`src/rtl/adder_pipe.sv`:
```
// Purpose: pipelined WIDTH-bit adder/subtractor, carry chain split into STAGES chunks.
// Latency: STAGES cycles from accept to out_valid; one result per cycle.
// Backpressure: the whole pipe stalls when out_valid && !out_ready; in_ready = !out_valid || out_ready.
// Ports: clk/rst_n (async active-low); in_valid/in_ready + a, b, cin, sub operand handshake;
//        out_valid/out_ready + s, cout, ovf result handshake.
module adder_pipe #(
  parameter int WIDTH  = 16,
  parameter int STAGES = 4
) (
  input  logic             clk,
  input  logic             rst_n,
  input  logic             in_valid,
  output logic             in_ready,
  input  logic [WIDTH-1:0] a,
  input  logic [WIDTH-1:0] b,
  input  logic             cin,
  input  logic             sub,
  output logic             out_valid,
  input  logic             out_ready,
  output logic [WIDTH-1:0] s,
  output logic             cout,
  output logic             ovf
);

  localparam int CHUNK = WIDTH / STAGES;
  localparam int LAST  = STAGES - 1;

  // Stage registers. Operand words travel whole down the pipe (skew), the
  // sum word fills in one chunk per stage (deskew); unused low operand
  // chunks and high sum chunks are constant-folded away by synthesis.
  logic             vld_q [STAGES];
  logic             cry_q [STAGES];
  logic [WIDTH-1:0] sum_q [STAGES];
  logic [WIDTH-1:0] opa_q [STAGES];
  logic [WIDTH-1:0] opb_q [STAGES];
  logic             ovf_q;

  // Per-stage inputs (stage 0 from the ports, stage k from stage k-1).
  logic             vld_in  [STAGES];
  logic             cry_in  [STAGES];
  logic [WIDTH-1:0] sum_in  [STAGES];
  logic [WIDTH-1:0] opa_in  [STAGES];
  logic [WIDTH-1:0] opb_in  [STAGES];
  logic [CHUNK:0]   part    [STAGES];
  logic [WIDTH-1:0] sum_nxt [STAGES];
  logic             ovf_nxt;
  logic             adv;

  function automatic logic [WIDTH-1:0] merge_chunk(input logic [WIDTH-1:0] word,
                                                   input logic [CHUNK-1:0] chunk,
                                                   input int               idx);
    logic [WIDTH-1:0] r;
    r = word;
    r[idx*CHUNK +: CHUNK] = chunk;
    return r;
  endfunction

  // Single global advance: every stage moves together, bubbles included.
  assign adv      = !vld_q[LAST] || out_ready;
  assign in_ready = adv;

  for (genvar k = 0; k < STAGES; k++) begin : g_stage
    if (k == 0) begin : g_src
      // Subtract is a + ~b + ~cin; inversion happens once at entry so the
      // modified operand and carry travel with their transaction.
      assign vld_in[k] = in_valid;
      assign cry_in[k] = cin ^ sub;
      assign sum_in[k] = '0;
      assign opa_in[k] = a;
      assign opb_in[k] = b ^ {WIDTH{sub}};
    end else begin : g_src
      assign vld_in[k] = vld_q[k-1];
      assign cry_in[k] = cry_q[k-1];
      assign sum_in[k] = sum_q[k-1];
      assign opa_in[k] = opa_q[k-1];
      assign opb_in[k] = opb_q[k-1];
    end

    assign part[k] = {1'b0, opa_in[k][k*CHUNK +: CHUNK]}
                   + {1'b0, opb_in[k][k*CHUNK +: CHUNK]}
                   + {{CHUNK{1'b0}}, cry_in[k]};
    assign sum_nxt[k] = merge_chunk(sum_in[k], part[k][CHUNK-1:0], k);
  end

  // Overflow is only knowable once the top chunk is summed in the last stage.
  assign ovf_nxt = (opa_in[LAST][WIDTH-1] == opb_in[LAST][WIDTH-1]) &&
                   (sum_nxt[LAST][WIDTH-1] != opa_in[LAST][WIDTH-1]);

  always_ff @(posedge clk or negedge rst_n) begin
    if (!rst_n) begin
      for (int k = 0; k < STAGES; k++) begin
        vld_q[k] <= 1'b0;
        cry_q[k] <= 1'b0;
        sum_q[k] <= '0;
        opa_q[k] <= '0;
        opb_q[k] <= '0;
      end
      ovf_q <= 1'b0;
    end else if (adv) begin
      for (int k = 0; k < STAGES; k++) begin
        vld_q[k] <= vld_in[k];
        cry_q[k] <= part[k][CHUNK];
        sum_q[k] <= sum_nxt[k];
        opa_q[k] <= opa_in[k];
        opb_q[k] <= opb_in[k];
      end
      ovf_q <= ovf_nxt;
    end
  end

  assign out_valid = vld_q[LAST];
  assign s         = sum_q[LAST];
  assign cout      = cry_q[LAST];
  assign ovf       = ovf_q;

endmodule

```
`config.mk`:
```
export PLATFORM = sky130hd
export DESIGN_NAME = adder_pipe
export DESIGN_NICKNAME = d
export VERILOG_FILES = /design/src/rtl/adder_pipe.sv
export SDC_FILE = /design/constraint.sdc
export NUM_CORES = 1
export LEC_CHECK = 0
export BUFFER_PORTS_ARGS = -buffer_cell sky130_fd_sc_hd__buf_2
export CELL_PAD_IN_SITES_DETAIL_PLACEMENT = 1
export CELL_PAD_IN_SITES_GLOBAL_PLACEMENT = 1
export CORE_MARGIN = 2
export CORE_UTILIZATION = 35
export DETAILED_ROUTE_END_ITERATION = 10
export HOLD_SLACK_MARGIN = 0.15
export PLACE_DENSITY_LB_ADDON = 0.1
export SYNTH_ARGS = -nofsm -noshare
export SYNTH_HDL_FRONTEND = slang
export SYNTH_SLANG_ARGS = --single-unit
```
`constraint.sdc`:
```
create_clock -name clk -period 3 [get_ports clk]
set_input_delay 0.6 -clock clk [delete_from_list [all_inputs] [get_ports clk]]
set_output_delay 0.6 -clock clk [all_outputs]
set_load 0.005 [all_outputs]
```
== Yosys cells after proc, flatten, opt, wreduce, memory -nomap -nowiden ==
Index checks and enable logic that the tools add are counted.

* Register bits: 145
* Latch bits: 0
* Memory bits (writable): 0
* Memory bits (read-only): 0
* Input port bits: 38
* Output and inout bits: 20
* Logic and storage cells: 34
* Memories: 0

* $add $sub $neg: 8
* $mul: 0
* Divide/modulo/power cells: 0
* Order comparisons: 0
* Equal/unequal tests: 2
* Shift operators: 0
* Mux-type cells: 0
* Bitwise logic cells: 2
* Reduce and logical (&&, ||, !) cells: 3

{| class="wikitable"
|+ Operator list
! operator !! number
|-
| 4-bit by 4-bit adder with 5-bit output || 4
|-
| 5-bit by 1-bit adder with 5-bit output || 4
|-
| 16-bit XOR || 1
|-
| 1-bit equality test || 1
|-
| 1-bit logical AND || 1
|-
| 1-bit zero test || 1
|-
| 1-bit logical OR || 1
|-
| 1-bit inequality test || 1
|-
| 1-bit XOR || 1
|}

== Longest topological paths before layout ==
Gate-level depths: netlist (run 1).

* Depth after elaboration: 4
* Mapped depth: 8
* Depth with buffers taken out: 6

== Worst setup path before layout (run 1) ==
Ideal clock, no wire load.

* Path kind: input port to flip-flop
* Start: input port sub
* End: register cry_q (netlist bit cry_in[2])
* Data arrival time: 2.272 ns
* Required time: 2.873 ns
* Path slack: 0.601 ns
* Stages on the path: 8
* Cells stage by stage: buf_4 buf_4 xor2_1 fa_1 fa_1 a21o_1 a21oi_1 a21oi_1

* Word-level cells in the longest chain between the ends: 3
* Elaborated cells on any way between the ends: 4
* Classes of those cells: 2 x add/sub; 2 x bitwise

{| class="wikitable"
|+ RTL lines
! item !! RTL line !! RTL
|-
| start, declared || 17 || <nowiki>input logic sub,</nowiki>
|-
| 16-bit XOR || 70 || <nowiki>assign opb_in[k] = b ^ {WIDTH{sub}};</nowiki>
|-
| 4-bit by 4-bit adder with 5-bit output || 80 || <nowiki>+ {1'b0, opb_in[k][k*CHUNK +: CHUNK]}</nowiki>
|-
| 5-bit by 1-bit adder with 5-bit output * || 81 || <nowiki>+ {{CHUNK{1'b0}}, cry_in[k]};</nowiki>
|-
| end signal, assigned by index || 102 || <nowiki>cry_q[k] <= part[k][CHUNK];</nowiki>
|-
| end, declared || 32 || <nowiki>logic cry_q [STAGES];</nowiki>
|}

Mark *: on every way between the ends. The rest lies on a longest branch, timed or not.
A chain may end at the register's enable or synchronous reset.

== Worst setup path after layout (run 1) ==
Same ends and word-level chain as after synthesis.

==> results of run 1 <==
## through the flow
stage | power, W | setup WS (ps) | cells
floorplan | 0.003418 | 601.3 | 461
global placement | 0.003941 | 663.7 | 646
detailed placement | 0.004010 | 621.3 | 646
CTS | 0.005206 | 976.4 | 662
global route | 0.005590 | 884.3 | 662
finish | 0.005099 | 979.7 | 662
## kinds of logic after synthesis
| family | share of synthesized area, % |
|---|---|
| compound gates | 6.315 |
| xor+xnor | 4.056 |
| fa+ha+maj | 7.184 |
| buf+inv | 3.708 |
| flops | 56.20 |
| mux | 0.6953 |
| simple gates | 21.84 |
## worst max-delay path, delay by kind of cell
| kind | cells | cell delay [ps] |
|---|---|---|
| fa+ha+maj | 2 | 880 |
| compound gates | 3 | 390 |
| buf+inv | 1 | 150 |
| xor+xnor | 1 | 170 |
## layer usage
metal  routed length (µm)  global-route usage, %
met5                    0                      0
met4                  148                  6.024
met3                  320                  3.479
met2                 3860                  22.39
met1                 4767                  21.72
## final cells by class
type	count	area (µm²)
sequential	97	2427
tap	147	183.9
clock inverter	5	55.05
timing repair buffer	61	342.8
multi-input combinational	331	1739
fill	1421	6983
clock buffer	11	242.7
inverter	10	37.54
## power groups by stage
stage | Clock (W) | Combinational, W | Sequential, W
after floorplan | 0 | 0.00124 | 0.00218
after global placement | 0 | 0.00171 | 0.00224
after detailed placement | 0 | 0.00176 | 0.00225
after CTS | 0.00120 | 0.00177 | 0.00223
after global routing | 0.00125 | 0.00203 | 0.00231
final | 0.00116 | 0.00172 | 0.00222
## state kept, by name (all words and copies together) (netlist names)
name       count
opa_in        24
ovf            1
out_valid      1
vld_in         3
cout           1
cry_in         3
sum_in        24
opb_in        24
s             16
## cells in the final DEF (no fill, tap or decap), drive strengths merged
cell and instances:
or4 3, o41ai 1, clkinvlp 2, clkbuf 11, o21ai 19, nand2 224
inv 10, nand2b 1, dfrtp 97, o31ai 1, o2111ai 3, a211oi 2
fa 8, xnor2 15, ha 12, clkinv 2, nand3 4, xor2 5
a21boi 2, buf 61, mux2i 3, a21oi 12, nor2b 5, bufinv 1
a21o 5, nor2 6
## path summary, 6_finish.rpt
check / slack (ps) / cells after the start / start / end
worst max-delay path: 980 / 7 / sub / cry_in[2]$_DFFE_PN0P_
worst min-delay path: 240 / 1 / rst_n / s[2]$_DFFE_PN0P_
worst max register to register: 1060 / 5 / cry_in[2]$_DFFE_PN0P_ / cry_in[1]$_DFFE_PN0P_
worst min register to register: 460 / 2 / s[1]$_DFFE_PN0P_ / s[1]$_DFFE_PN0P_
max in group asynchronous: 2060 / 2 / rst_n / sum_in[11]$_DFFE_PN0P_
min in group clk: 450 / 3 / a[7] / opa_in[39]$_DFFE_PN0P_
==> results.md, run 1 <==
* Post-synth design cell area at 0.004319 mm²
* Final ANT Viol Nets at 0
* Sequential power share at 43.6%
* Avg Inst Size Synth at 9.369 µm²
* Dominant synthesized flop cell: dfrtp_1
* Sw Pwr at 0.001822 W
* Fin crit period at 2020 ps
* Internal power at 0.003276 W
* Crit-path max FO at 4
* Syn nets at 519
* Cells after Synth at 461
* Worst Clk Skew at 4.751 ps
* Core area at 0.01201 mm²
* Antenna violations before repair at 0
* Number of synthesized register bits at 97
* DP HPWL at 5855 µm
* P&R area growth vs syn at 16.43%
* Die Y-Extent at 115.1 µm
* Drc violations at 0
* Slew Viols, Final at 0
* Arr. time, crit path at 2200 ps
* Peak supply drop at 268.6 µV
* Total grt overflow at 0
* Via count at 3036
* Net Sw Frac at 35.74%
* Port buffer count at 57
* Slowest cell on the critical path: fa_1
* Period utilization at 67.34%
* Starting density of the core at 35.96%
* CTS tree: built
* Die W at 115.1 µm
* Most frequent cell after synthesis: nand2_1
* 1st-iter DRT viols at 143
* Layout Nets at 568
* MaxCap Viol Count at 0
* Setup CP Type: in2reg
* WHS at 244.1 ps
* Clock root buffer: clkbuf_16
* Final WL at 9097 µm
* Distinct cells, synth at 26
* Final Instance Area at 0.005029 mm²
* Post-CTS setup buffers at 0
* CTS Buffer Depth at 2
* Number of antenna diodes at 0
* Setup TNS Final at 0 ps
* Die area at 0.01324 mm²
* # resized after CTS at 0
* FMAX at 495.0 MHz
* Post-synth EDFFs at 0
* Worst slew margin at 38.16%
* Clock Power Share at 22.7%
* Outcome: complete, no violations
* First-pass GRT wire length at 15690 µm
* Latest clock arrival within the worst-skew pair at 340 ps
* Routability cong. at 0.7274
* Synth top area share at 56.20%
* Final setup fails at 0
* FFs w/ async S/R, synth at 100.0%
* HP Class: in2async
* Std-Cell Rows at 40
* Vias in the first global route at 3223
* Layout cell share with drive strength beyond 1 at 15.34%
* Total CTS buffers at 9
* Startpoint Class: primary input
* Logic pwr share at 33.6%
* Worst-Margin Slew at 927.6 ps
* Cells along the critical path: buf_2 -> xor2_1 -> fa_1 -> fa_1 -> a21o_1 -> a21oi_1 -> a21oi_1
* WL/cell at 13.74 µm
* Pleak at 2.608 nW
* RSZ-0062 raised after global routing: no
* Dominant cell type by area after synthesis: dfrtp_1
* Via density at 4.586
* Endpoint type of the worst setup path: flop
* Gr usage total at 15.18%
* Register area share after synthesis at 56.20%
* First-pass DRT Iterations at 4
* Pwr dens at 1014 mW/mm²
* Max incr delay on CP at 450 ps
* I/O Pins at 58
* Final Hold Vio Count at 0
* Clock sink total at 97
* Worst Path Required at 3180 ps
* Placed Area at 0.004731 mm²
* H-tree level count at 3
* Synth top area cells: dfrtp_1 56%, nand2_1 19%, fa_1 3.7%
* Yosys warning count at 0
* Ranking of synthesized cells by instance count: 224 x nand2_1, 97 x dfrtp_1, 19 x o21ai_0
* Fin util at 41.86%
* Largest net degree at the start of global routing at 109
* CTS clk-pin slew, worst paths at 60 ps
* CTS Hold Bufs at 0
Note: power is estimated with default switching activity, not from simulation.
==> inputs of run 2 (changes only) <==
Settings changed: ABC_AREA from default to 1.
Clock period 3 ns to 1.87 ns, I/O delays scaled along.
==> results.md, run 2 <==
* Dominant synthesized flop cell: dfrtp_1
* Final Hold Vio Count at 0 (unchanged)
* Layout filler cell count at 1430 (+0.63%)
* Setup CP Type: reg2reg
* Vias in the first global route at 3228 (+0.16%)
* WL/cell at 13.22 µm (-3.8%)
* HP Class: in2reg
* Post-synth design cell area at 0.004359 mm² (+0.93%)
* Latest clock arrival within the worst-skew pair at 340 ps (about the same)
* Antenna violations before repair at 0 (unchanged)
* Gr usage total at 15.24% (+0.063 points)
* Worst Path Required at 2090 ps (-1090 ps)
* Port buffer count at 57 (unchanged)
* Max incr delay on CP at 470 ps (+20 ps)
* Post-CTS setup buffers at 0 (unchanged)
* FMAX at 570.6 MHz
* Std-Cell Rows at 40 (unchanged)
* Synth top area share at 55.68% (-0.52 points)
* Die W at 115.6 µm (+0.45%)
* Number of antenna diodes at 0 (unchanged)
* Pleak at 2.581 nW (-1.0%)
* Ranking of synthesized cells by instance count: 183 x nand2_1, 97 x dfrtp_1, 51 x o21ai_0
* Distinct cells, synth at 22 (-15%)
* Crit-path max FO at 2 (-2)
* First-pass GRT wire length at 15970 µm (+1.8%)
* Register area share after synthesis at 55.68% (-0.52 points)
* Most used cell, CP: fa_1
* Commonest non-fill, non-tap cell in the layout: nand2_1
* DP HPWL at 6092 µm (+4.0%)
* Post-Layout Cell Count at 695 (+5.0%)
* Pre-CTS setup slack at -30.53 ps (-651.8 ps)
* Placed Area at 0.004778 mm² (+1.0%)
* CTS Buffer Depth at 2 (unchanged)
* Die area at 0.01336 mm² (+0.90%)
* Worst Clk Skew at 4.576 ps (-0.1748 ps)
* Starting density of the core at 36.14% (+0.18 points)
* Most frequent cells in the layout: 183 x nand2_1, 97 x dfrtp_1, 56 x buf_2
* Clock root buffer: clkbuf_16
* Layout Nets at 580 (+2.1%)
* Hold Path Depth at 3
* Cells along the critical path: fa_1 -> fa_1 -> nand2_1 -> inv_1 -> o21ai_0 -> a21oi_1
* 1st-iter DRT viols at 154 (+7.7%)
* Worst-Margin Slew at 540.0 ps (-387.6 ps)
* Clock sink total at 97 (unchanged)
* FFs w/ async S/R, synth at 100.0% (unchanged)
* First-pass DRT Iterations at 4 (unchanged)
* Arr. time, crit path at 1980 ps (-220 ps)
* R2R cell count at 6 (+1)
* Via count at 3111 (+2.5%)
* RSZ-0062 raised after global routing: no
* Die Y-Extent at 115.6 µm (+0.45%)
* Post-synth EDFFs at 0 (unchanged)
* Core area at 0.01206 mm² (+0.42%)
* Via density at 4.476 (-2.4%)
* MaxCap Viol Count at 0 (unchanged)
* Drc violations at 0 (unchanged)
* Layout cell share with drive strength beyond 1 at 16.32% (+0.98 points)
* Slowest cell on the critical path: fa_1
* P&R area growth vs syn at 16.68%
* Final WL at 9187 µm (+0.99%)
* Yosys warning count at 0 (unchanged)
* Slew Viols, Final at 0 (unchanged)
* Cells after Synth at 470 (+2.0%)
* Startpoint Class: flop
* Synth top area cells: dfrtp_1 56%, nand2_1 16%, o21ai_0 5.9%
* Fin crit period at 1752 ps
* Largest net degree at the start of global routing at 110 (+0.92%)
* Peak supply drop at 472.0 µV (+76%)
* H-tree level count at 3 (unchanged)
* Number of synthesized register bits at 97 (unchanged)
* Syn nets at 528 (+1.7%)
* Dominant cell type by area after synthesis: dfrtp_1
* Final Power at 0.008210 W (+61%)
* Final Instance Area at 0.005086 mm² (+1.1%)
* Total CTS buffers at 9 (unchanged)
* Total grt overflow at 0 (unchanged)
* Pwr dens at 1614 mW/mm² (+59%)
* CTS clk-pin slew, worst paths at 60 ps (about the same)
* Period utilization at 93.71%
* Endpoint type of the worst setup path: flop
* Worst slew margin at 64.00% (+26 points)
* Most frequent cell after synthesis: nand2_1
* Setup WS post-layout at 117.6 ps (-862.1 ps)
* I/O Pins at 58 (unchanged)
* Final ANT Viol Nets at 0 (unchanged)
* CTS tree: built
* Avg Inst Size Synth at 9.275 µm² (-1.0%)
* Outcome: complete, no violations
* Final setup fails at 0 (unchanged)
* Routability cong. at 0.7464 (+2.6%)
* Placed cells at 678 (+5.0%)
==> run 2: what timing repair did <==
| action | CTS | global route |
|---|---|---|
| hold buffers | 1 | 0 |
| hold endpoints to repair | 97 | 0 |
| gates resized for setup | 0 | 1 |
| setup endpoints to repair | 0 | 1 |
==> run 2: cell families after synthesis <==
kind of cell | share of synthesized area [%]
AOI/OAI and AO/OA | 7.577
xor gates and xnor gates | 3.416
adders and majority gates | 7.118
buffers and inverters | 7.032
DFF | 55.68
and+or+nand+nor | 19.17
==> run 2: through the flow <==
stage | util, % | hold WS, ps | TNS [ps]
after CTS | 42.15 | 223.9 | 0
after floorplan | - | 78.41 | -31.70
after global routing | 42.17 | 232.2 | 0
after detailed placement | 39.62 | 456.8 | -30.53
final | 42.17 | 233.6 | 0
after global placement | 39.62 | 451.0 | 0
==> run 2: layer usage <==
metal	up-vias	wire length (µm)	global-route usage (%)
met5	-	0	0
met4	0	142	5.783
met3	11	244	2.824
met2	44	3758	21.17
met1	1490	5041	23.50
li1	1566	-	-
==> run 2: path summary, 6_finish.rpt <==
check | startpoint | end | slack [ps]
min reg2reg | vld_in[0]$_DFFE_PN0P_ | out_valid$_DFFE_PN0P_ | 470
max | cry_in[0]$_DFFE_PN0P_ | cout$_DFFE_PN0P_ | 120
max in group asynchronous | rst_n | out_valid$_DFFE_PN0P_ | 820
max reg2reg | cry_in[0]$_DFFE_PN0P_ | cout$_DFFE_PN0P_ | 120
min in group asynchronous | rst_n | s[8]$_DFFE_PN0P_ | 620
min | a[5] | opa_in[37]$_DFFE_PN0P_ | 230
==> run 2: critical path: cells and delay by family (launching register included) <==
kind | cells | cell delay (ps)
buf+inv | 1 | 50
compound gates | 2 | 240
fa+ha+maj | 2 | 870
simple gates | 1 | 80
flops | 1 | 400
==> run 2: where the power goes <==
group	internal, W	total [W]	switching, W
Clock	0.00105	0.00182	0.000766
Combinational	0.00114	0.00283	0.00169
Sequential	0.00303	0.00356	0.000530
==> run 2: cell type report <==
| class | count | area [µm²] | share of cell area (%) |
|---|---|---|---|
| timing repair buffer | 64 | 380.4 | 7.478 |
| sequential | 97 | 2427 | 47.72 |
| multi-input combinational | 316 | 1645 | 32.35 |
| clock buffer | 15 | 287.8 | 5.658 |
| inverter | 34 | 127.6 | 2.509 |
| clock inverter | 1 | 7.507 | 0.1476 |
| tap | 168 | 210.2 | 4.133 |
